==> config.mk <==
export PLATFORM = sky130hd
export DESIGN_NAME = noc_flit_tx
export DESIGN_NICKNAME = d
export VERILOG_FILES = /design/src/rtl/noc_pkg.sv /design/src/rtl/noc_sync_fifo.sv /design/src/rtl/noc_flit_tx.sv
export SDC_FILE = /design/constraint.sdc
export NUM_CORES = 1
export LEC_CHECK = 0
export CORE_ASPECT_RATIO = 0.7
export CORE_MARGIN = 5
export CORE_UTILIZATION = 48
export CTS_CLUSTER_DIAMETER = 100
export DETAILED_ROUTE_END_ITERATION = 12
export GPL_ROUTABILITY_DRIVEN = 0
export GPL_TIMING_DRIVEN = 1
export PLACE_DENSITY = 0.67
export SLEW_MARGIN = 40
export SYNTH_ARGS = -nofsm -noshare
export SYNTH_HDL_FRONTEND = slang
export SYNTH_SLANG_ARGS = --single-unit
==> constraint.sdc <==
create_clock -name clk -period 2.82 [get_ports clk]
set_input_delay 0.282 -clock clk [delete_from_list [all_inputs] [get_ports clk]]
set_output_delay 0.282 -clock clk [all_outputs]
set_load 0.02 [all_outputs]
==> src/rtl/noc_pkg.sv <==
// Shared types and width helpers for the NoC network-interface injector.
package noc_pkg;

   localparam int FLIT_W      = 16;
   localparam int DEF_CREDITS = 4;

   typedef logic [FLIT_W-1:0] flit_t;

   // Width needed to hold a credit count in the range 0..credits.
   function automatic int credit_w(input int credits);
      return $clog2(credits + 1);
   endfunction

   // Address width of a power-of-two FIFO (pointer carries one extra wrap bit).
   function automatic int ptr_w(input int depth);
      return $clog2(depth);
   endfunction

   typedef logic [credit_w(DEF_CREDITS)-1:0] credit_t;

endpackage

==> src/rtl/noc_sync_fifo.sv <==
// Synchronous staging FIFO for outbound flits. Full/empty are told apart by
// an extra wrap bit on each pointer. The head entry is visible combinationally.
module noc_sync_fifo #(
   parameter int FLIT_W     = 16,
   parameter int FIFO_DEPTH = 8
) (
   input  logic              clk,
   input  logic              rst,
   input  logic              push,
   input  logic [FLIT_W-1:0] push_data,
   input  logic              pop,
   output logic [FLIT_W-1:0] head_data,
   output logic              full,
   output logic              empty
);
   import noc_pkg::*;

   localparam int AW = ptr_w(FIFO_DEPTH);

   logic [FLIT_W-1:0] mem_r [FIFO_DEPTH];
   logic [AW:0]       wr_ptr_r;
   logic [AW:0]       rd_ptr_r;
   logic              do_push_s;
   logic              do_pop_s;
   logic              full_s;
   logic              empty_s;

   // Full when the indices match but the wrap bits differ; empty when equal.
   always_comb begin
      full_s    = (wr_ptr_r[AW] != rd_ptr_r[AW]) &&
                  (wr_ptr_r[AW-1:0] == rd_ptr_r[AW-1:0]);
      empty_s   = (wr_ptr_r == rd_ptr_r);
      do_push_s = push && !full_s;
      do_pop_s  = pop && !empty_s;
   end

   assign full      = full_s;
   assign empty     = empty_s;
   assign head_data = mem_r[rd_ptr_r[AW-1:0]];

   // Pointer advance; reset flushes every queued entry.
   always_ff @(posedge clk) begin
      if (rst) begin
         wr_ptr_r <= {(AW+1){1'b0}};
         rd_ptr_r <= {(AW+1){1'b0}};
      end else begin
         if (do_push_s) begin
            wr_ptr_r <= wr_ptr_r + (AW+1)'(1);
         end
         if (do_pop_s) begin
            rd_ptr_r <= rd_ptr_r + (AW+1)'(1);
         end
      end
   end

   // Storage write; contents need no reset because the pointers gate them.
   always_ff @(posedge clk) begin
      if (do_push_s) begin
         mem_r[wr_ptr_r[AW-1:0]] <= push_data;
      end
   end

endmodule

==> src/rtl/noc_flit_tx.sv <==
// Credit-based flit injector: stages core flits in a FIFO and forwards them to
// one router input port only while the downstream buffer has free slots.
module noc_flit_tx #(
   parameter int FLIT_W     = 16,
   parameter int CREDITS    = 4,
   parameter int FIFO_DEPTH = 8
) (
   input  logic                           clk,
   input  logic                           rst,
   input  logic                           push_i,
   input  logic [FLIT_W-1:0]              push_data_i,
   output logic                           push_ready_o,
   output logic                           valid_o,
   output logic [FLIT_W-1:0]              data_o,
   input  logic                           credit_i,
   output logic [$clog2(CREDITS+1)-1:0]   credit_cnt_o,
   output logic                           credit_err_o
);
   import noc_pkg::*;

   localparam int                CNT_W   = credit_w(CREDITS);
   localparam logic [CNT_W-1:0]  CNT_MAX = CNT_W'(CREDITS);

   logic              fifo_full_s;
   logic              fifo_empty_s;
   logic [FLIT_W-1:0] head_s;
   logic              send_s;
   logic [CNT_W-1:0]  credit_cnt_r;
   logic [CNT_W-1:0]  credit_cnt_nxt_s;
   logic              credit_err_r;
   logic              credit_err_nxt_s;
   logic              valid_r;
   logic [FLIT_W-1:0] data_r;

   noc_sync_fifo #(
      .FLIT_W     (FLIT_W),
      .FIFO_DEPTH (FIFO_DEPTH)
   ) u_fifo (
      .clk       (clk),
      .rst       (rst),
      .push      (push_i),
      .push_data (push_data_i),
      .pop       (send_s),
      .head_data (head_s),
      .full      (fifo_full_s),
      .empty     (fifo_empty_s)
   );

   // A flit leaves only when one is queued and the router has a free slot.
   always_comb begin
      send_s = !fifo_empty_s && (credit_cnt_r != {CNT_W{1'b0}});
   end

   // Credit bookkeeping: a send consumes a slot, a returned credit frees one;
   // a return with the counter already full is a protocol error and saturates.
   always_comb begin
      credit_cnt_nxt_s = credit_cnt_r;
      credit_err_nxt_s = credit_err_r;
      case ({send_s, credit_i})
         2'b10: begin
            credit_cnt_nxt_s = credit_cnt_r - CNT_W'(1);
         end
         2'b01: begin
            if (credit_cnt_r == CNT_MAX) begin
               credit_err_nxt_s = 1'b1;
            end else begin
               credit_cnt_nxt_s = credit_cnt_r + CNT_W'(1);
            end
         end
         2'b11: begin
            credit_cnt_nxt_s = credit_cnt_r;
         end
         2'b00: begin
            credit_cnt_nxt_s = credit_cnt_r;
         end
         default: begin
            credit_cnt_nxt_s = credit_cnt_r;
            credit_err_nxt_s = credit_err_r;
         end
      endcase
   end

   // Credit counter and sticky error flag.
   always_ff @(posedge clk) begin
      if (rst) begin
         credit_cnt_r <= CNT_MAX;
         credit_err_r <= 1'b0;
      end else begin
         credit_cnt_r <= credit_cnt_nxt_s;
         credit_err_r <= credit_err_nxt_s;
      end
   end

   // Output register: one-cycle valid pulse per flit, data held between flits.
   always_ff @(posedge clk) begin
      if (rst) begin
         valid_r <= 1'b0;
         data_r  <= {FLIT_W{1'b0}};
      end else begin
         valid_r <= send_s;
         if (send_s) begin
            data_r <= head_s;
         end
      end
   end

   assign push_ready_o = !fifo_full_s;
   assign valid_o      = valid_r;
   assign data_o       = data_r;
   assign credit_cnt_o = credit_cnt_r;
   assign credit_err_o = credit_err_r;

endmodule

==> results.json <==
{
  "synth_area_um2": 6140,
  "antenna_cells": 0,
  "cts_tree": "done",
  "htree_levels": 4,
  "track_usage_pct": 15.2,
  "fin_cells": 563,
  "dieArea_um2": 15200,
  "ys_ff_latch": 157,
  "hold_viol": 0,
  "synthCells": 326,
  "max_stage_delay_ns": 0.49,
  "antenna_found_initial": 0,
  "min_path_type": "reg2reg",
  "dr.pass1.iters": 4,
  "rsz0062_at_grt": "false",
  "max-cap-violations": 0,
  "ys.warnings.count": 0,
  "cts_setup_buffers": 0,
  "grt_start_max_net_pins": 37,
  "cts_buffers": 17,
  "crit_chain": "xor2_1, o41a_2, inv_2, ha_1, inv_1, fa_1, xor2_1, a311oi_1, xnor2_1, nand2b_1",
  "finalMaxSlewViolations": 0,
  "period_needed_ns": 2.64,
  "die_height_um": 105,
  "dp.cells": 531,
  "drive_above_1_share_pct": 25.9,
  "cp.arrival_ns": 2.94,
  "crit_fanout": 6,
  "setup_viol": 0,
  "core_area_um2": 12500,
  "via_per_inst": 5.45,
  "antenna_left": 0,
  "power.density_nw_per_um2": 920,
  "routedWlPerCell_um": 19.3,
  "fmax_mhz": 379,
  "cts.clk_slew.worst_paths_ns": 0.06,
  "grt_pass1_vias": 3148,
  "synthDistinctLibCells": 33,
  "cts.hold.buffers_added": 0,
  "fin_nets": 412,
  "fin_skew_ns": 0.0150,
  "postSynth.topFlopCell": "edfxtp_1",
  "die_w_um": 145,
  "cts_num_sinks": 157,
  "synthTopCellsByArea": "edfxtp_1 63%, mux4_2 12%, dfxtp_1 9.4%",
  "grt_pass1_wl_um": 17500,
  "synth-edff-count": 128,
  "initial_core_util_pct": 49.3,
  "cts_resized": 0,
  "grt-ovfl-total": 0,
  "insertion_delay_ns": 0.41,
  "status": "finished, final reports clean",
  "crit_path_start_kind": "flop",
  "area_growth_pct": 19.8,
  "cp.required_ns": 3.12,
  "worst_pin_slew_ns": 0.724,
  "cts.path.max_buffers": 2,
  "ioPinCount": 42,
  "path_class": "reg2reg",
  "port_buffers": 41,
  "slew_headroom_pct": 51.6,
  "cpMaxStageDelayCell": "o41a_2",
  "peakVddDrop_v": 0.000626,
  "clockRootBuffer": "clkbuf_16",
  "synthesis.nets": 350,
  "drcViolationCount": 0,
  "cpMostUsedCell": "xor2_1",
  "detail_route.wirelength_um": 10900,
  "vias": 3069,
  "leakagePower_uw": 0.00240,
  "finalCritPeriodShare_pct": 93.7,
  "rows": 34,
  "synth_top_area_cell": "edfxtp_1",
  "tns_ns": 0,
  "syn_area_per_cell_um2": 18.8,
  "synthArstFlopShare_pct": 0,
  "dp_hpwl_um": 6560,
  "cp-end-kind": "flop",
  "synth_top_area_share_pct": 62.6,
  "synth-seq-area-share_pct": 72.0,
  "drtIter0Drc": 304
}
cell families after synthesis:
group / count (synthesis) / share of synthesized area, %
adder cells (fa/ha/maj): 4 / 0.937
multiplexers: 51 / 14.8
AO/OA/AOI/OAI: 29 / 4.66
flip-flops: 157 / 72.0
AND/OR/NAND/NOR: 50 / 3.62
buffers and inverters: 24 / 2.36
XOR/XNOR: 11 / 1.57
per-layer routing:
| layer | part of all wire, % | global-route usage [%] | up-vias |
|---|---|---|---|
| li1 | - | - | 1414 |
| met1 | 46 | 21.4 | 1577 |
| met2 | 48 | 23.3 | 70 |
| met3 | 4.7 | 4.15 | 8 |
| met4 | 0.94 | 4.99 | 0 |
| met5 | 0 | 0 | - |
state kept, by name, indices dropped and copies added (netlist names):
signal / cells
credit_cnt_o: 3
credit_err_o: 1
data_o: 16
u_fifo.mem_r: 128
u_fifo.rd_ptr_r: 4
u_fifo.wr_ptr_r: 4
valid_o: 1
cell usage in the layout, fill, tap and decap left out, drive strengths merged, types with 4 or more instances in the layout:
cell type	netlist	final
a21oi	5	5
clkbuf	3	20
inv	5	6
clkdlybuf4s50	0	41
buf	16	21
edfxtp	128	128
clkinv	0	7
xnor2	5	5
mux4	32	32
nand2	5	5
dfxtp	29	29
nor2	30	30
nand2b	4	4
a211oi	16	16
mux2i	18	18
xor2	6	6
path summary, 6_finish.rpt:
kind	slack, ns	cells past startpoint	from	to
worst max-delay path	0.18	10	u_fifo.wr_ptr_r[2]	credit_cnt_o[2]
worst min-delay path	0.48	2	credit_err_o	credit_err_o
worst max register to register	0.18	10	u_fifo.wr_ptr_r[2]	credit_cnt_o[2]
worst min register to register	0.48	2	credit_err_o	credit_err_o
area by class of cell:
type / instances / area (um^2)
Inverter: 5 / 18.8
Timing Repair Buffer: 62 / 568
Clock buffer: 20 / 437
Sequential cell: 157 / 4430
Clock inverter: 12 / 121
Fill cell: 945 / 5100
Multi-Input combinational cell: 145 / 1590
Tap cell: 162 / 203
synthesized netlist by cell type (4+ instances only):
| cell type | n |
|---|---|
| buf_2 | 8 |
| mux2i_1 | 18 |
| nor2_1 | 30 |
| a21oi_1 | 5 |
| a211oi_2 | 16 |
| buf_6 | 5 |
| xor2_1 | 6 |
| nand2b_1 | 4 |
| nand2_1 | 5 |
| dfxtp_1 | 29 |
| mux4_2 | 32 |
| edfxtp_1 | 128 |
| xnor2_1 | 5 |
| inv_1 | 4 |
critical path, delay by kind of cell, from the launching register on:
family,cells,cell delay (ns)
flip-flops,1,0.43
AND/OR/NAND/NOR,1,0.06
XOR/XNOR,3,0.41
adder cells (fa/ha/maj),2,0.64
AO/OA/AOI/OAI,2,0.79
buffers and inverters,2,0.20
where the power goes:
group	total [uW]	internal [uW]	switching [uW]
clock network	2140	1290	848
logic	1850	856	994
registers	2780	2690	88.1
total	6770	4840	1930
through the flow:
step           utilization (%)  hold slack [ns]  instance area, um^2  total power [uW]  setup slack [ns]
5_1_grt                   59.0            0.512                 7360              7120            0.0360
3_5_place_dp              54.6            0.476                 6800              4710             0.190
2_1_floorplan                -            0.381                 6140              4250             0.222
4_1_cts                   59.0            0.493                 7360              6880             0.150
6_report                  59.0            0.482                 7360              6770             0.179
3_3_place_gp              54.6            0.477                 6800              4670             0.312
(Power assumes the default switching activity.)
